===== src/rtl/rf_exec_sequencer.sv =====
`default_nettype none
// ============================================================================
// Module   : rf_exec_sequencer
// Purpose  : Execute/writeback stage that owns the register file control pins.
//            Optional iterative multiply enabled by macro RF_EXEC_MUL_EN.
// Revision : 1.0  initial release
// ============================================================================
module rf_exec_sequencer #(
  parameter int DW         = 32,
  parameter int SW         = 8,
  parameter int MUL_CYCLES = 32
) (
  input  logic          clk,
  input  logic          rst,
  input  logic          in_valid,
  output logic          in_ready,
  input  logic [3:0]    in_op,
  input  logic [SW-1:0] in_rs1,
  input  logic [SW-1:0] in_rs2,
  input  logic [SW-1:0] in_rd,
  input  logic [DW-1:0] in_imm,
  input  logic          in_use_imm,
  output logic          rf_en,
  output logic          rf_read,
  output logic          rf_write,
  output logic [SW-1:0] rf_selR1,
  output logic [SW-1:0] rf_selR2,
  output logic [SW-1:0] rf_selW,
  output logic [DW-1:0] rf_wdata,
  input  logic [DW-1:0] rf_outA,
  input  logic [DW-1:0] rf_outB,
  output logic          done,
  output logic [DW-1:0] result,
  output logic          err
);

  localparam logic [2:0] S_IDLE  = 3'd0;
  localparam logic [2:0] S_READ  = 3'd1;
  localparam logic [2:0] S_WAIT  = 3'd2;
  localparam logic [2:0] S_EXEC  = 3'd3;
  localparam logic [2:0] S_WRITE = 3'd4;

  localparam logic [3:0] OP_ADD = 4'd0;
  localparam logic [3:0] OP_SUB = 4'd1;
  localparam logic [3:0] OP_AND = 4'd2;
  localparam logic [3:0] OP_OR  = 4'd3;
  localparam logic [3:0] OP_XOR = 4'd4;
  localparam logic [3:0] OP_SLL = 4'd5;
  localparam logic [3:0] OP_SRL = 4'd6;
  localparam logic [3:0] OP_SRA = 4'd7;
  localparam logic [3:0] OP_MUL = 4'd8;

  localparam int SHW = $clog2(DW);

  logic [2:0]    state, state_nx;
  logic [3:0]    op;
  logic [SW-1:0] rd;
  logic [DW-1:0] imm;
  logic          use_imm;
  logic [DW-1:0] opa, opb;
  logic          is_mul, legal, exec_last;
  logic [DW-1:0] alu;

  logic          en_d, read_d, write_d, done_d, err_d;
  logic [SW-1:0] sel_r1_d, sel_r2_d, sel_w_d;
  logic [DW-1:0] result_d;

  assign in_ready = (state == S_IDLE);
  assign legal    = (op <= OP_SRA) || is_mul;
  assign rf_wdata = result;

`ifdef RF_EXEC_MUL_EN
  localparam int CW = $clog2(MUL_CYCLES + 1);
  logic [CW-1:0] mcnt;
  logic [DW-1:0] acc, acc_nx;

  // Radix-2 shift-add: opa shifts left, opb shifts right, one bit per cycle.
  assign is_mul    = (op == OP_MUL);
  assign acc_nx    = acc + (opb[0] ? opa : '0);
  assign exec_last = !is_mul || (mcnt == CW'(MUL_CYCLES - 1));

  always_ff @(posedge clk or negedge rst) begin
    if (!rst) begin
      mcnt <= '0;
      acc  <= '0;
    end else if (state == S_WAIT) begin
      mcnt <= '0;
      acc  <= '0;
    end else if (state == S_EXEC && is_mul) begin
      mcnt <= mcnt + 1'b1;
      acc  <= acc_nx;
    end
  end
`else
  assign is_mul    = 1'b0;
  assign exec_last = 1'b1;
`endif

  always_ff @(posedge clk or negedge rst) begin
    if (!rst) begin
      op      <= '0;
      rd      <= '0;
      imm     <= '0;
      use_imm <= 1'b0;
      opa     <= '0;
      opb     <= '0;
    end else begin
      if (state == S_IDLE && in_valid) begin
        op      <= in_op;
        rd      <= in_rd;
        imm     <= in_imm;
        use_imm <= in_use_imm;
      end
      if (state == S_WAIT) begin
        opa <= rf_outA;
        opb <= use_imm ? imm : rf_outB;
      end
`ifdef RF_EXEC_MUL_EN
      else if (state == S_EXEC && is_mul) begin
        opa <= opa << 1;
        opb <= opb >> 1;
      end
`endif
    end
  end

  always_comb begin
    alu = '0;
    case (op)
      OP_ADD:  alu = opa + opb;
      OP_SUB:  alu = opa - opb;
      OP_AND:  alu = opa & opb;
      OP_OR:   alu = opa | opb;
      OP_XOR:  alu = opa ^ opb;
      OP_SLL:  alu = opa << opb[SHW-1:0];
      OP_SRL:  alu = opa >> opb[SHW-1:0];
      OP_SRA:  alu = DW'($signed(opa) >>> opb[SHW-1:0]);
`ifdef RF_EXEC_MUL_EN
      OP_MUL:  alu = acc_nx;
`endif
      default: alu = '0;
    endcase
  end

  always_ff @(posedge clk or negedge rst) begin
    if (!rst) state <= S_IDLE;
    else      state <= state_nx;
  end

  always_comb begin
    state_nx = state;
    case (state)
      S_IDLE:  if (in_valid) state_nx = S_READ;
      S_READ:  state_nx = S_WAIT;
      S_WAIT:  state_nx = S_EXEC;
      S_EXEC:  if (exec_last) state_nx = S_WRITE;
      S_WRITE: state_nx = S_IDLE;
      default: state_nx = S_IDLE;
    endcase
  end

  // Outputs are decoded from the next state so they register in step with it.
  always_comb begin
    en_d     = 1'b0;
    read_d   = 1'b0;
    write_d  = 1'b0;
    done_d   = 1'b0;
    sel_r1_d = '0;
    sel_r2_d = '0;
    sel_w_d  = '0;
    result_d = result;
    err_d    = err;
    if (state_nx == S_READ) begin
      en_d     = 1'b1;
      read_d   = 1'b1;
      sel_r1_d = in_rs1;
      sel_r2_d = in_rs2;
    end
    if (state_nx == S_WRITE) begin
      en_d     = 1'b1;
      write_d  = (rd != '0) && legal;
      sel_w_d  = rd;
      done_d   = 1'b1;
      result_d = alu;
      err_d    = !legal;
    end
  end

  always_ff @(posedge clk or negedge rst) begin
    if (!rst) begin
      rf_en    <= 1'b0;
      rf_read  <= 1'b0;
      rf_write <= 1'b0;
      rf_selR1 <= '0;
      rf_selR2 <= '0;
      rf_selW  <= '0;
      done     <= 1'b0;
      result   <= '0;
      err      <= 1'b0;
    end else begin
      rf_en    <= en_d;
      rf_read  <= read_d;
      rf_write <= write_d;
      rf_selR1 <= sel_r1_d;
      rf_selR2 <= sel_r2_d;
      rf_selW  <= sel_w_d;
      done     <= done_d;
      result   <= result_d;
      err      <= err_d;
    end
  end

endmodule
`default_nettype wire


===== config.mk =====
export PLATFORM = sky130hd
export DESIGN_NAME = rf_exec_sequencer
export DESIGN_NICKNAME = d
export VERILOG_FILES = /design/src/rtl/rf_exec_sequencer.sv
export SDC_FILE = /design/constraint.sdc
export NUM_CORES = 1
export LEC_CHECK = 0
export CORE_AREA = 8 8 200 202
export DETAILED_ROUTE_END_ITERATION = 7
export DIE_AREA = 0 0 208 210
export PLACE_DENSITY_LB_ADDON = 0.05
export SETUP_SLACK_MARGIN = 0.3
export SYNTH_ARGS = -nofsm -noshare
export SYNTH_HDL_FRONTEND = slang
export SYNTH_SLANG_ARGS = --single-unit

===== constraint.sdc =====
create_clock -name clk -period 6.2 [get_ports clk]
set_input_delay 0.62 -clock clk [delete_from_list [all_inputs] [get_ports clk]]
set_output_delay 0.62 -clock clk [all_outputs]
set_load 0.01 [all_outputs]

# --- Word-level counts from Yosys, hierarchy flattened ---
# Cells that the tools add are included.
word_totals:
  reg_bits: 173
  out_inout_bits: 94
op_classes:
  add_sub_neg: 2
  n_lt_le_gt_ge: 1
  n_eq_ne: 12
  shifts: 3
  n_mux: 11
  n_bitwise: 3
  reduce_logical: 6
ops:
  columns: ["operator", "count"]
  rows:
  - ["$pmux W32 S8", 1]
  - ["$add A32 B32 Y32", 1]
  - ["$and A32 B32 Y32", 1]
  - ["$mux W32", 1]
  - ["$or A32 B32 Y32", 1]
  - ["$shl A32 B5 Y32", 1]
  - ["$shr A32 B5 Y32", 1]
  - ["$sshr A32 B5 Y32", 1]
  - ["$sub A32 B32 Y32", 1]
  - ["$xor A32 B32 Y32", 1]
  - ["$mux W8", 3]
  - ["$eq A4 B3 Y1 const B", 4]
  - ["$pmux W3 S4", 1]
  - ["$eq A4 B2 Y1 const B", 2]
  - ["$reduce_bool A8 Y1", 1]
  - ["$eq A3 B1 Y1 const B", 2]
  - ["$eq A3 B2 Y1 const B", 2]
  - ["$eq A4 B1 Y1 const B", 1]
  - ["$le A4 B3 Y1 const B", 1]
  - ["$logic_not A4 Y1", 1]
  - ["$mux W1", 4]
  - ["$eq A3 B3 Y1 const B", 1]
  - ["$logic_not A3 Y1", 1]
  - ["$mux W3", 1]
  - ["2 further kinds", 3]

# --- Depth between registers and ports, before layout ---
# Gate-level depths: netlist of the first run.
logic_depth:
  word_depth: 5
  mapped_depth: 22
  depth_no_buf: 19

# --- Worst setup path after synthesis of the first run ---
# No wires, ideal clock.
synth_path:
  path_kind: "reg-to-reg"
  from: "reg opb[0]"
  to: "reg result[28]"
  arrival_time_ns: 4.195
  t_required_ns: 6.069
  slack_ns: 1.874
  stages_incl_launch_ff: 20
  path_buffers: 4
  period_less_slack_ns: 4.326
  cell_sequence: "dfrtp_1 -> buf_6 -> buf_2 -> buf_2 -> inv_1 -> ha_1 -> or4b_1 -> nor3_2 -> nand3b_1 -> o31ai_1 -> xnor2_1 -> ha_1 -> clkbuf_1 -> and3_1 -> a2111oi_0 -> or4_1 -> nand3_1 -> a41oi_1 -> xor2_1 -> o21ai_1"
synth_between:
  elab_chain_len: 2
  elab_cells_between_ends: 6
  cone_classes: "2 x add/sub; 3 x shift; 1 x mux"
synth_lines:
  columns: ["element", "line_no", "text"]
  rows:
  - ["start, declared", "60", "logic [DW-1:0] opa, opb;"]
  - ["start signal, assigned", "116", "opb <= use_imm ? imm : rf_outB;"]
  - ["$sub A32 B32 Y32, or another cell as far along", "131", "OP_SUB: alu = opa - opb;"]
  - ["$pmux W32 S8 *", "129", "case (op)"]
  - ["end signal, assigned", "208", "result <= result_d;"]
  - ["end, declared", "33", "output logic [DW-1:0] result,"]
# Mark *: on every way between the ends. The rest lies on a longest branch, timed or not.
# A chain may end at the register's enable or synchronous reset.

# --- Final worst setup path of the first run ---
layout_path:
  from: "reg opb[0]"
  to: "reg result[12]"
# Same word-level chain as after synthesis.

==> results of run 1 <==
worst max path at each step:
stage / start / slack [ps] / cells past startpoint / end
floorplan: opb[0]$_DFFE_PN0N_ / 1870 / 19 / result[28]$_DFFE_PN0P_
global placement: opb[0]$_DFFE_PN0N_ / 1420 / 15 / result[28]$_DFFE_PN0P_
detailed placement: opb[0]$_DFFE_PN0N_ / 1360 / 15 / result[12]$_DFFE_PN0P_
CTS: opb[0]$_DFFE_PN0N_ / 1310 / 17 / result[31]$_DFFE_PN0P_
global route: opb[0]$_DFFE_PN0N_ / 960 / 15 / result[12]$_DFFE_PN0P_
finish: opb[0]$_DFFE_PN0N_ / 1080 / 15 / result[12]$_DFFE_PN0P_
worst max-delay path, cell delays in order, from the launching register on:
cell	delay [ps]
sky130_fd_sc_hd__dfrtp_4	680
sky130_fd_sc_hd__inv_1	180
sky130_fd_sc_hd__ha_1	250
sky130_fd_sc_hd__or4b_1	510
sky130_fd_sc_hd__nor3_2	310
sky130_fd_sc_hd__nor2_1	90
sky130_fd_sc_hd__xnor2_1	410
sky130_fd_sc_hd__ha_1	380
sky130_fd_sc_hd__and2_1	210
sky130_fd_sc_hd__a221o_1	290
sky130_fd_sc_hd__a31o_1	260
sky130_fd_sc_hd__or2_1	300
sky130_fd_sc_hd__nor2_1	100
sky130_fd_sc_hd__nor3_1	60
sky130_fd_sc_hd__a2111oi_0	810
sky130_fd_sc_hd__o21ai_1	100
registers in the layout (all words and copies together) (netlist names), 8 cells and up:
signal / count
opa: 32
result: 32
opb: 32
rd: 8
rf_selW: 8
imm: 32
rf_selR2: 8
rf_selR1: 8
cell usage after synthesis (all sizes together) (22+ instances only):
library cell  instances  area, sq um
ha                   97         1210
o21ai               102          510
inv                  71          267
nor3                 31          160
a22oi                22          165
mux2i                65          651
buf                  68          419
nand2               119          447
mux2                 55          619
mux4                 55         1240
xnor2                41          359
a21o                 23          173
dfrtp               173         4330
nor2                175          659
a21oi               126          631
clkbuf               69          259
cell type report:
class | count | share of cell area
tap | 474 | 0.0347
clock buffer | 21 | 0.0281
inverter | 73 | 0.0160
clock inverter | 11 | 0.00578
multi-input combinational | 1180 | 0.520
sequential | 173 | 0.254
timing repair buffer | 248 | 0.141
power groups by stage:
stage | Sequential (mW) | Combinational [mW] | Clock, mW
finish | 2.49 | 7.99 | 1.08
global placement | 2.48 | 7.86 | 0
detailed placement | 2.49 | 7.84 | 0
global route | 2.58 | 8.64 | 1.15
CTS | 2.47 | 7.89 | 1.11
floorplan | 2.14 | 5.51 | 0
through the flow:
step                      utilization  setup slack, ps
after CTS                       0.463             1310
after global placement          0.447             1420
after global routing            0.463              957
after detailed placement        0.447             1360
after floorplan                     -             1870
final                           0.463             1080
cell families (layout without fill, tap and decap cells):
group,count (synthesis),count (layout),synth area share
and+or+nand+nor,430,430,0.138
AOI/OAI and AO/OA,422,422,0.190
buffers and inverters,210,353,0.0674
muxes,175,175,0.177
DFF,173,173,0.306
adders and majority gates,98,98,0.0873
xor gates and xnor gates,55,55,0.0341
per-layer routing:
metal | wire length, um | vias up | global-route usage
li1 | - | 5933 | -
met1 | 26400 | 6362 | 0.370
met2 | 24500 | 557 | 0.381
met3 | 4760 | 75 | 0.0619
met4 | 1230 | 0 | 0.0685
met5 | 0 | - | 0
==> impl_results.rst, run 1 <==
.. list-table::
   :header-rows: 1

   * - Metric
     - Value
   * - Relative contribution of the clock network to total power
     - 0.094
   * - Slew at the pin closest to its max-slew limit
     - 1180 ps
   * - Via-per-instance ratio
     - 5.93
   * - Total internal power
     - 5.53 mW
   * - DP Cell Count
     - 2148
   * - Max Clock Freq
     - 0.195 GHz
   * - Area taken by flip-flops and latches
     - 0.00434 sq mm
   * - Post-Synthesis Cell Area
     - 0.0141 sq mm
   * - Category of the worst setup path capture point
     - register
   * - Number of antenna repair diodes
     - 0
   * - Multi-input gate area
     - 0.00889 sq mm
   * - Worst r2r dst
     - result[12]$_DFFE_PN0P_
   * - Final Power
     - 11.6 mW
   * - Die Ht
     - 210 um
   * - RSZ-0062 raised after global routing
     - false
   * - Wire length of the first global-routing pass
     - 85.4 mm
   * - Die Area
     - 0.0437 sq mm
   * - Asr flop ratio synth
     - 1.00
   * - Proportion of power drawn by flip-flops and latches
     - 0.216
   * - CTS Hold Bufs
     - 0
   * - Half-perimeter wire length after placement
     - 43.7 mm
   * - DRT Pass-1 Iters
     - 7
   * - Synthesized instance count
     - 1563
   * - Areal power density over the cells
     - 677 mW/mm^2
   * - Class of the most critical setup path
     - reg2reg
   * - Number of maximum-capacitance violations
     - 0
   * - Post-layout instance count excluding filler cells
     - 2180
   * - Remaining DRCs
     - 0
   * - Total detailed-routing wirelength
     - 56.9 mm
   * - Count of clock tree sinks
     - 173
   * - Period utilization
     - 0.825
   * - Clk slew on worst S/H paths
     - 80 ps
   * - Worst clock skew on the final layout
     - 14.7 ps
   * - Core outline area
     - 0.0370 sq mm
   * - Initial core utilization
     - 0.383
   * - TritonCTS clock tree
     - yes
   * - Post-cts gate resize count
     - 0
   * - Worst R2R Start
     - opb[0]$_DFFE_PN0N_
   * - Final GP Congestion
     - 0.981
   * - Fin area
     - 0.0171 sq mm
   * - Syn_area_per_cell
     - 9.04 sq um
   * - Switching component of the power
     - 6.04 mW
   * - Warnings from Yosys
     - 0
   * - Worst hold path class
     - in2async
   * - Depth of the worst register-to-register path
     - 15
   * - Maximum clock path buffer count
     - 2
   * - Worst skew pair latency
     - 470 ps
   * - Number of register bits inferred by synthesis
     - 173
   * - TNS Setup
     - 0 ps
   * - Clock root buffer master
     - sky130_fd_sc_hd__clkbuf_16
   * - Slew margin rel.
     - 0.213
   * - Data arrival time of the critical path
     - 5430 ps
   * - Count of cell types in the netlist
     - 79
   * - Area grow syn2layout
     - 20.9%
   * - Number of vias after detailed routing
     - 12900
   * - R2R Setup Slk
     - 1080 ps
   * - Setup fix buffers added after clock tree synthesis
     - 0
   * - Max Slew Vio Count
     - 0
   * - Syn_nets
     - 1789
   * - Number of placement rows
     - 71
   * - Hold violation count in the final report
     - 0
   * - Boundary Pins
     - 222
   * - Final layout net count
     - 1919
   * - Routed len/inst
     - 26.1 um
   * - Required arrival time at the worst endpoint
     - 6510 ps
   * - DIE WIDTH
     - 208 um
   * - Sequential element share of the synthesized area
     - 0.306
   * - Total routing resource utilization after global routing
     - 0.257
   * - Switching Fraction
     - 0.522
   * - Part of the total power dissipated in combinational logic
     - 0.691
   * - Number of antenna violations at the first check in global routing
     - 1
   * - Tightest hold margin
     - 36.0 ps
   * - Layout cells sized above 1
     - 0.112
   * - CP Max Fanout
     - 30
   * - Period minus WS final
     - 5120 ps
   * - Remaining Overflow, GRT
     - 0
   * - Post-synth EDFFs
     - 0
   * - Setup Viol. Count Final
     - 0
   * - Detailed Route Iter0 Violations
     - 1055
   * - Final-layout fill cell count
     - 3693
   * - Total clock buffers created by CTS
     - 17
   * - Outcome
     - finished, final reports clean
   * - Worst Setup Start Kind
     - register
   * - # port buffers
     - 221
   * - Count of H-tree levels built during CTS
     - 4
   * - Reported leakage power
     - 7.22 nW
   * - Vias in the first global route
     - 12900
   * - Leading cell type in the layout, fill and taps excluded
     - sky130_fd_sc_hd__clkdlybuf4s50_1
   * - Highest-count cells in the layout ignoring fill and taps
     - sky130_fd_sc_hd__clkdlybuf4s50_1 (220), sky130_fd_sc_hd__nor2_1 (174), sky130_fd_sc_hd__dfrtp_1 (168), sky130_fd_sc_hd__a21oi_1 (126), sky130_fd_sc_hd__nand2_1 (119)
   * - Pin count of the biggest net entering global routing
     - 90
   * - Remaining number of nets flagged by the antenna check after routing
     - 0
   * - Total cell area at the placement stage
     - 0.0165 sq mm
   * - Peak supply drop
     - 0.285 mV
   * - Top flip-flop cell by instance count after synthesis
     - sky130_fd_sc_hd__dfrtp_1
(Power assumes the default switching activity.)
==> run 2: changes to the inputs <==
- clock period: 6.2 -> 4.5 ns (I/O delays scaled with it)
==> run 2 against run 1 <==
Cell area is 4.1% higher. Worst setup slack worse by 710 ps. Wire length is 0.77% higher. Largest power group unchanged. Critical path depth rose by 2. Register-to-register slack worse by 710 ps. Non-clock buffer count grew 45. Flip-flop and latch count unchanged. Count of clock-buffer cells in the layout shrank 3. Via count increased by 2.0%. Sequential share of layout area fell by 1.0 points. Sequential power up 35%.
==> impl_results.rst, run 2 (synthesis results as in run 1) <==
.. list-table::
   :header-rows: 1

   * - Metric
     - Value
   * - Most common cell on crit path
     - sky130_fd_sc_hd__a21o_1
   * - Number of maximum-capacitance violations
     - 0 (unchanged)
   * - Die Ht
     - 210 um (unchanged)
   * - Wire length of the first global-routing pass
     - 85.4 mm (about the same)
   * - DRT Pass-1 Iters
     - 5 (-2)
   * - Max Slew Vio Count
     - 0 (unchanged)
   * - CP max-delay cell
     - sky130_fd_sc_hd__or4b_4
   * - Cells traversed along the worst timing path
     - inv_4, ha_4, or4b_4, nor3_4, nand3b_1, nor2_4, nor2_2, xnor2_1, ha_1, a21o_1, a21o_1, a21oi_2, o21bai_2, a221o_1, a31oi_4, xor2_1, o21ai_1
   * - Final GP Congestion
     - 0.966 (-1.5%)
   * - Required arrival time at the worst endpoint
     - 4820 ps (-1690 ps)
   * - Worst R2R Start
     - opb[0]$_DFFE_PN0N_
   * - DP Cell Count
     - 2183 (+1.6%)
   * - Worst clock skew on the final layout
     - 17.5 ps (+2.81 ps)
   * - Number of antenna repair diodes
     - 0 (unchanged)
   * - Period utilization
     - 0.917 (+0.0920)
   * - Total routing resource utilization after global routing
     - 0.258 (+0.00135)
   * - Maximum clock path buffer count
     - 2 (unchanged)
   * - # port buffers
     - 221 (unchanged)
   * - Fin area
     - 0.0178 sq mm (+4.1%)
   * - Category of the worst setup path capture point
     - register
   * - Half-perimeter wire length after placement
     - 44.0 mm (+0.67%)
   * - Total detailed-routing wirelength
     - 57.4 mm (+0.77%)
   * - Final setup margin
     - 373 ps (-711 ps)
   * - Total cell area at the placement stage
     - 0.0168 sq mm (+1.9%)
   * - Boundary Pins
     - 222 (unchanged)
   * - Clk slew on worst S/H paths
     - 90 ps (about the same)
   * - Final Power
     - 17.0 mW (+47%)
   * - Longest individual stage delay on the worst path
     - 500 ps (-310 ps)
   * - Total clock buffers created by CTS
     - 17 (unchanged)
   * - Count of H-tree levels built during CTS
     - 4 (unchanged)
   * - TNS Setup
     - 0 ps (unchanged)
   * - Number of vias after detailed routing
     - 13200 (+2.0%)
   * - Remaining Overflow, GRT
     - 0 (unchanged)
   * - Number of placement rows
     - 71 (unchanged)
   * - Remaining number of nets flagged by the antenna check after routing
     - 0 (unchanged)
   * - Vias in the first global route
     - 13000 (+0.80%)
   * - CP Max Fanout
     - 4 (-87%)
   * - Worst hold path class
     - in2async
   * - Post-Route Utilization
     - 0.482 (+0.0191)
   * - Number of antenna violations at the first check in global routing
     - 1 (unchanged)
   * - Pin count of the biggest net entering global routing
     - 123 (+37%)
   * - Routed len/inst
     - 25.8 um (-1.3%)
   * - Class of the most critical setup path
     - reg2reg
   * - TritonCTS clock tree
     - yes
   * - Tightest hold margin
     - 19.8 ps (-16.2 ps)
   * - CTS Hold Bufs
     - 0 (unchanged)
   * - Layout cells sized above 1
     - 0.153 (+0.0411)
   * - Peak supply drop
     - 0.375 mV (+31%)
   * - Remaining DRCs
     - 0 (unchanged)
   * - Worst Setup Start Kind
     - register
   * - Core outline area
     - 0.0370 sq mm (unchanged)
   * - Leading cell type in the layout, fill and taps excluded
     - sky130_fd_sc_hd__clkdlybuf4s50_1
   * - Highest-count cells in the layout ignoring fill and taps
     - sky130_fd_sc_hd__clkdlybuf4s50_1 (220), sky130_fd_sc_hd__nor2_1 (171), sky130_fd_sc_hd__dfrtp_1 (169), sky130_fd_sc_hd__a21oi_1 (122), sky130_fd_sc_hd__nand2_1 (117)
   * - Slew margin rel.
     - 0.224 (+0.0109)
   * - Count of clock tree sinks
     - 173 (unchanged)
   * - Areal power density over the cells
     - 955 mW/mm^2 (+41%)
   * - Setup Viol. Count Final
     - 0 (unchanged)
   * - Slew at the pin closest to its max-slew limit
     - 1160 ps (-16.3 ps)
   * - Area grow syn2layout
     - 25.9%
   * - Via-per-instance ratio
     - 5.93 (about the same)
   * - Outcome
     - finished, final reports clean
   * - Post-layout instance count excluding filler cells
     - 2225 (+2.1%)
   * - Max Clock Freq
     - 0.242 GHz (+24%)
   * - Initial core utilization
     - 0.383 (unchanged)
   * - Worst slack at placement
     - 138 ps (-1220 ps)
   * - Die Area
     - 0.0437 sq mm (unchanged)
   * - RSZ-0062 raised after global routing
     - true
   * - Worst skew pair latency
     - 470 ps (about the same)
   * - Detailed Route Iter0 Violations
     - 1192 (+13%)
   * - Data arrival time of the critical path
     - 4450 ps (-980 ps)
   * - Reported leakage power
     - 7.57 nW (+4.9%)
   * - Launch point of the critical path
     - opb[0]$_DFFE_PN0N_
   * - Clock root buffer master
     - sky130_fd_sc_hd__clkbuf_16
   * - Hold violation count in the final report
     - 0 (unchanged)
   * - Final layout net count
     - 1964 (+2.3%)
   * - DIE WIDTH
     - 208 um (unchanged)
   * - Period minus WS final
     - 4130 ps (-989 ps)
[run 2: cell count changes in the layout (fill, tap and decap cells not counted), moves of 4 or more]
| cell | previous run | this run |
|---|---|---|
| sky130_fd_sc_hd__xnor2_1 | 41 | 37 |
| sky130_fd_sc_hd__xnor2_2 | 0 | 4 |
| sky130_fd_sc_hd__buf_4 | 27 | 68 |
| sky130_fd_sc_hd__a21oi_2 | 0 | 4 |
| sky130_fd_sc_hd__bufinv_16 | 0 | 4 |
| sky130_fd_sc_hd__a21oi_1 | 126 | 122 |
[run 2: timing repair]
| action | in CTS | in global routing |
|---|---|---|
| pin swaps | 10 | 21 |
| endpoints found under the setup margin | 11 | 21 |
| gates resized for setup | 15 | 30 |
| hold endpoints to repair | 0 | 0 |
| setup buffers | 3 | 7 |
[run 2: worst max-delay path, delay by kind of cell, from the launching register on]
| kind | cells | cell delay (ps) |
|---|---|---|
| fa+ha+maj | 2 | 450 |
| simple gates | 5 | 1290 |
| flops | 1 | 490 |
| compound gates | 7 | 1280 |
| buf+inv | 1 | 80 |
| xor+xnor | 2 | 410 |
[run 2: path summary, 6_finish.rpt]
check | slack, ps | cells past startpoint | end
hold reg to reg | 500 | 2 | result[6]$_DFFE_PN0P_
setup reg to reg | 370 | 17 | result[27]$_DFFE_PN0P_
hold / removal | 20 | 1 | opa[3]$_DFFE_PN0N_
min in group clk | 500 | 2 | result[6]$_DFFE_PN0P_
max in group asynchronous | 3580 | 2 | imm[26]$_DFFE_PN0P_
setup / recovery | 370 | 17 | result[27]$_DFFE_PN0P_
[run 2: cell type report]
cell class,instances,area [sq um]
fillers,3650,19200
multi-input cells,1180,9130
flip-flops and latches,173,4340
repair buffers,293,2800
well taps,474,593
clock buffers,18,439
inverters,73,277
clock inverters,14,223
[run 2: routing by layer]
layer	up-vias	GRT usage	share of wire
met2	620	0.374	0.42
li1	6019	-	-
met5	-	0	0.00023
met4	2	0.0886	0.030
met3	87	0.0728	0.099
met1	6458	0.366	0.45
[run 2: power by group]
group          switching [mW]  internal (mW)  total, mW
combinational            6.80           5.13       11.9
clock                   0.746          0.970       1.72
sequential               1.10           2.25       3.36
==> RTL change, RTL diff (settings of run 2) <==
Set the parameter `SW` to 12 (it was 8).
--- a/src/rtl/rf_exec_sequencer.sv
+++ b/src/rtl/rf_exec_sequencer.sv
@@ -8,5 +8,5 @@
 module rf_exec_sequencer #(
   parameter int DW         = 32,
-  parameter int SW         = 8,
+  parameter int SW         = 12,
   parameter int MUL_CYCLES = 32
 ) (
Interface: changed (6 resized); port bits go from 222 to 246. No check against the original RTL was run, so the function may have changed too.
==> RTL change against run 2 <==
  * Final area is 3.6% higher
  * Routed wire length increased by 5.5%
  * Clock skew shrank 8.3 ps
  * Die area stayed put
  * Utilization increased by 1.8 points
  * Sequential power increased by 8.6%
  * Sequential cell count is 16 higher
  * Sequential share of layout area up 1.3 points
  * Setup slack better by 19 ps
  * Synthesized area grew 5.1%
  * Total power shrank 0.33%
  * First-iteration DRC count is 13% higher
  * Critical endpoint is now result[31]
  * Largest cell class unchanged
  * Largest power group unchanged
==> RTL change: results (changes against run 2) <==
[metrics] run status: completed
[metrics] detailed-router iteration count before antenna repair: 7 (+2)
[metrics] R2R depth: 14 (-3)
[metrics] endpoint of the worst-slack reg-to-reg timing path: result[31]
[metrics] max_slew headroom: 0.278 (+0.0541)
[metrics] global-route wire length before repair: 89800 µm (+5.1%)
[metrics] sequential element share of the synthesized area: 0.318 (+0.0120)
[metrics] number of antenna violations at the first check in global routing: 5 (+4)
[metrics] largest cells by area after synthesis: dfrtp_1, ha_1, mux4_2, mux2i_1, mux2_2
[metrics] Routed wire per std cell: 26.2 µm (+1.6%)
[metrics] Clock Tree Buf Depth: 2 (unchanged)
[metrics] Async SR Flop Fraction: 1.00 (unchanged)
[metrics] slowest library cell on the worst path: dfrtp_1
[metrics] worst vdd rail ir drop: 0.425 mV (+13%)
[metrics] fillcell total: 3576 (-2.0%)
[metrics] placed wire-length estimate after detailed placement: 46300 µm (+5.1%)
[metrics] register clock-pin slew on the reported worst setup and hold paths: 70 ps (-20 ps)
[metrics] gp weighted congestion: 0.968 (+0.25%)
[metrics] Synthesis Warnings: 0 (unchanged)
[metrics] Clock Skews: 9.20 ps (-8.33 ps)
[metrics] number of nets at the end of the flow: 2060 (+4.9%)
[metrics] Crit path largest cell delay: 500 ps (about the same)
[metrics] flop2flop setup slack: 390 ps (+20 ps)
[metrics] Leak Pwr: 7.87 nW (+3.9%)
[metrics] number of vias in the routed layout: 13800 (+5.0%)
[metrics] combined global-route utilization of all metal layers: 0.271 (+0.0131)
[metrics] pin count of the biggest net entering global routing: 130 (+5.7%)
[metrics] fraction of layout cells with a size suffix above 1: 0.135 (-0.0185)
[metrics] synthesized netlist net count: 1867 (+4.4%)
[metrics] Worst Hold Slack: 48.4 ps (+28.6 ps)
[metrics] launching instance or port of the critical path: op[1]
[metrics] number of unique standard cell types used by synthesis: 80 (+1.3%)
[metrics] top post-synthesis cells by count: dfrtp_1, nor2_1, nand2_1, a21oi_1, o21ai_0
[metrics] iteration-0 DRC count of the detailed router: 1351 (+13%)
[metrics] number of buffers added on ports: 245 (+11%)
[metrics] Crit Path Max Fanout: 11 (+7)
## RTL change: how the worst max path moves through the flow
stage | to | cells after the start
finish | result[31] | 14
global route | result[31] | 17
CTS | result[27] | 15
detailed placement | result[31] | 16
global placement | result[31] | 16
floorplan | result[26] | 16
## RTL change: area by class of cell
cell class,instances,area (µm²),share of cell area
well taps,474,593,0.0322
diodes,1,2.50,0.000136
flip-flops and latches,189,4740,0.257
clock inverters,13,151,0.00821
repair buffers,314,2990,0.162
clock buffers,19,453,0.0246
inverters,74,278,0.0151
multi-input cells,1226,9240,0.501
## RTL change: cells by family after synthesis
logic type | Yosys count | synth area share
and+or+nand+nor | 453 | 0.140
AOI/OAI and AO/OA | 430 | 0.183
adders and majority gates | 98 | 0.0830
muxes | 192 | 0.178
DFF | 189 | 0.318
xor gates and xnor gates | 53 | 0.0312
buffers and inverters | 214 | 0.0662
## RTL change: worst max-delay path, delay by kind of cell (launching register included)
| kind | cells | cell delay [ps] |
|---|---|---|
| DFF | 1 | 500 |
| xor gates and xnor gates | 1 | 150 |
| buffers and inverters | 2 | 310 |
| and+or+nand+nor | 3 | 660 |
| adders and majority gates | 1 | 280 |
| AOI/OAI and AO/OA | 7 | 2070 |
## RTL change: per-stage QoR
step	power, mW	instances	worst slack, ps	utilization	instance area (µm²)
floorplan	10.9	1629	401	-	14900
global placement	15.0	2275	317	0.481	17800
detailed placement	15.0	2275	269	0.481	17800
CTS	16.7	2307	331	0.497	18400
global route	18.1	2309	234	0.499	18400
finish	16.9	2310	392	0.499	18400
## RTL change: timing repair
action / 4_1_cts / 5_1_grt
resized for setup: 2 / 14
pin swaps: 0 / 5
cloned: 0 / 0
setup buffers: 0 / 2
endpoints found under the setup margin: 2 / 11
## RTL change: metal layers
metal,part of all wire,wire length (µm),GRT usage
met2,0.43,25900,0.396
met1,0.44,26800,0.384
met3,0.10,6200,0.0775
met5,0.00045,27,0
met4,0.027,1630,0.0866
## RTL change: where the power goes
| part | internal (mW) | switching [mW] | total [mW] |
|---|---|---|---|
| Sequential | 2.43 | 1.22 | 3.65 |
| Combinational | 5.01 | 6.71 | 11.7 |
| Clock | 0.817 | 0.762 | 1.58 |
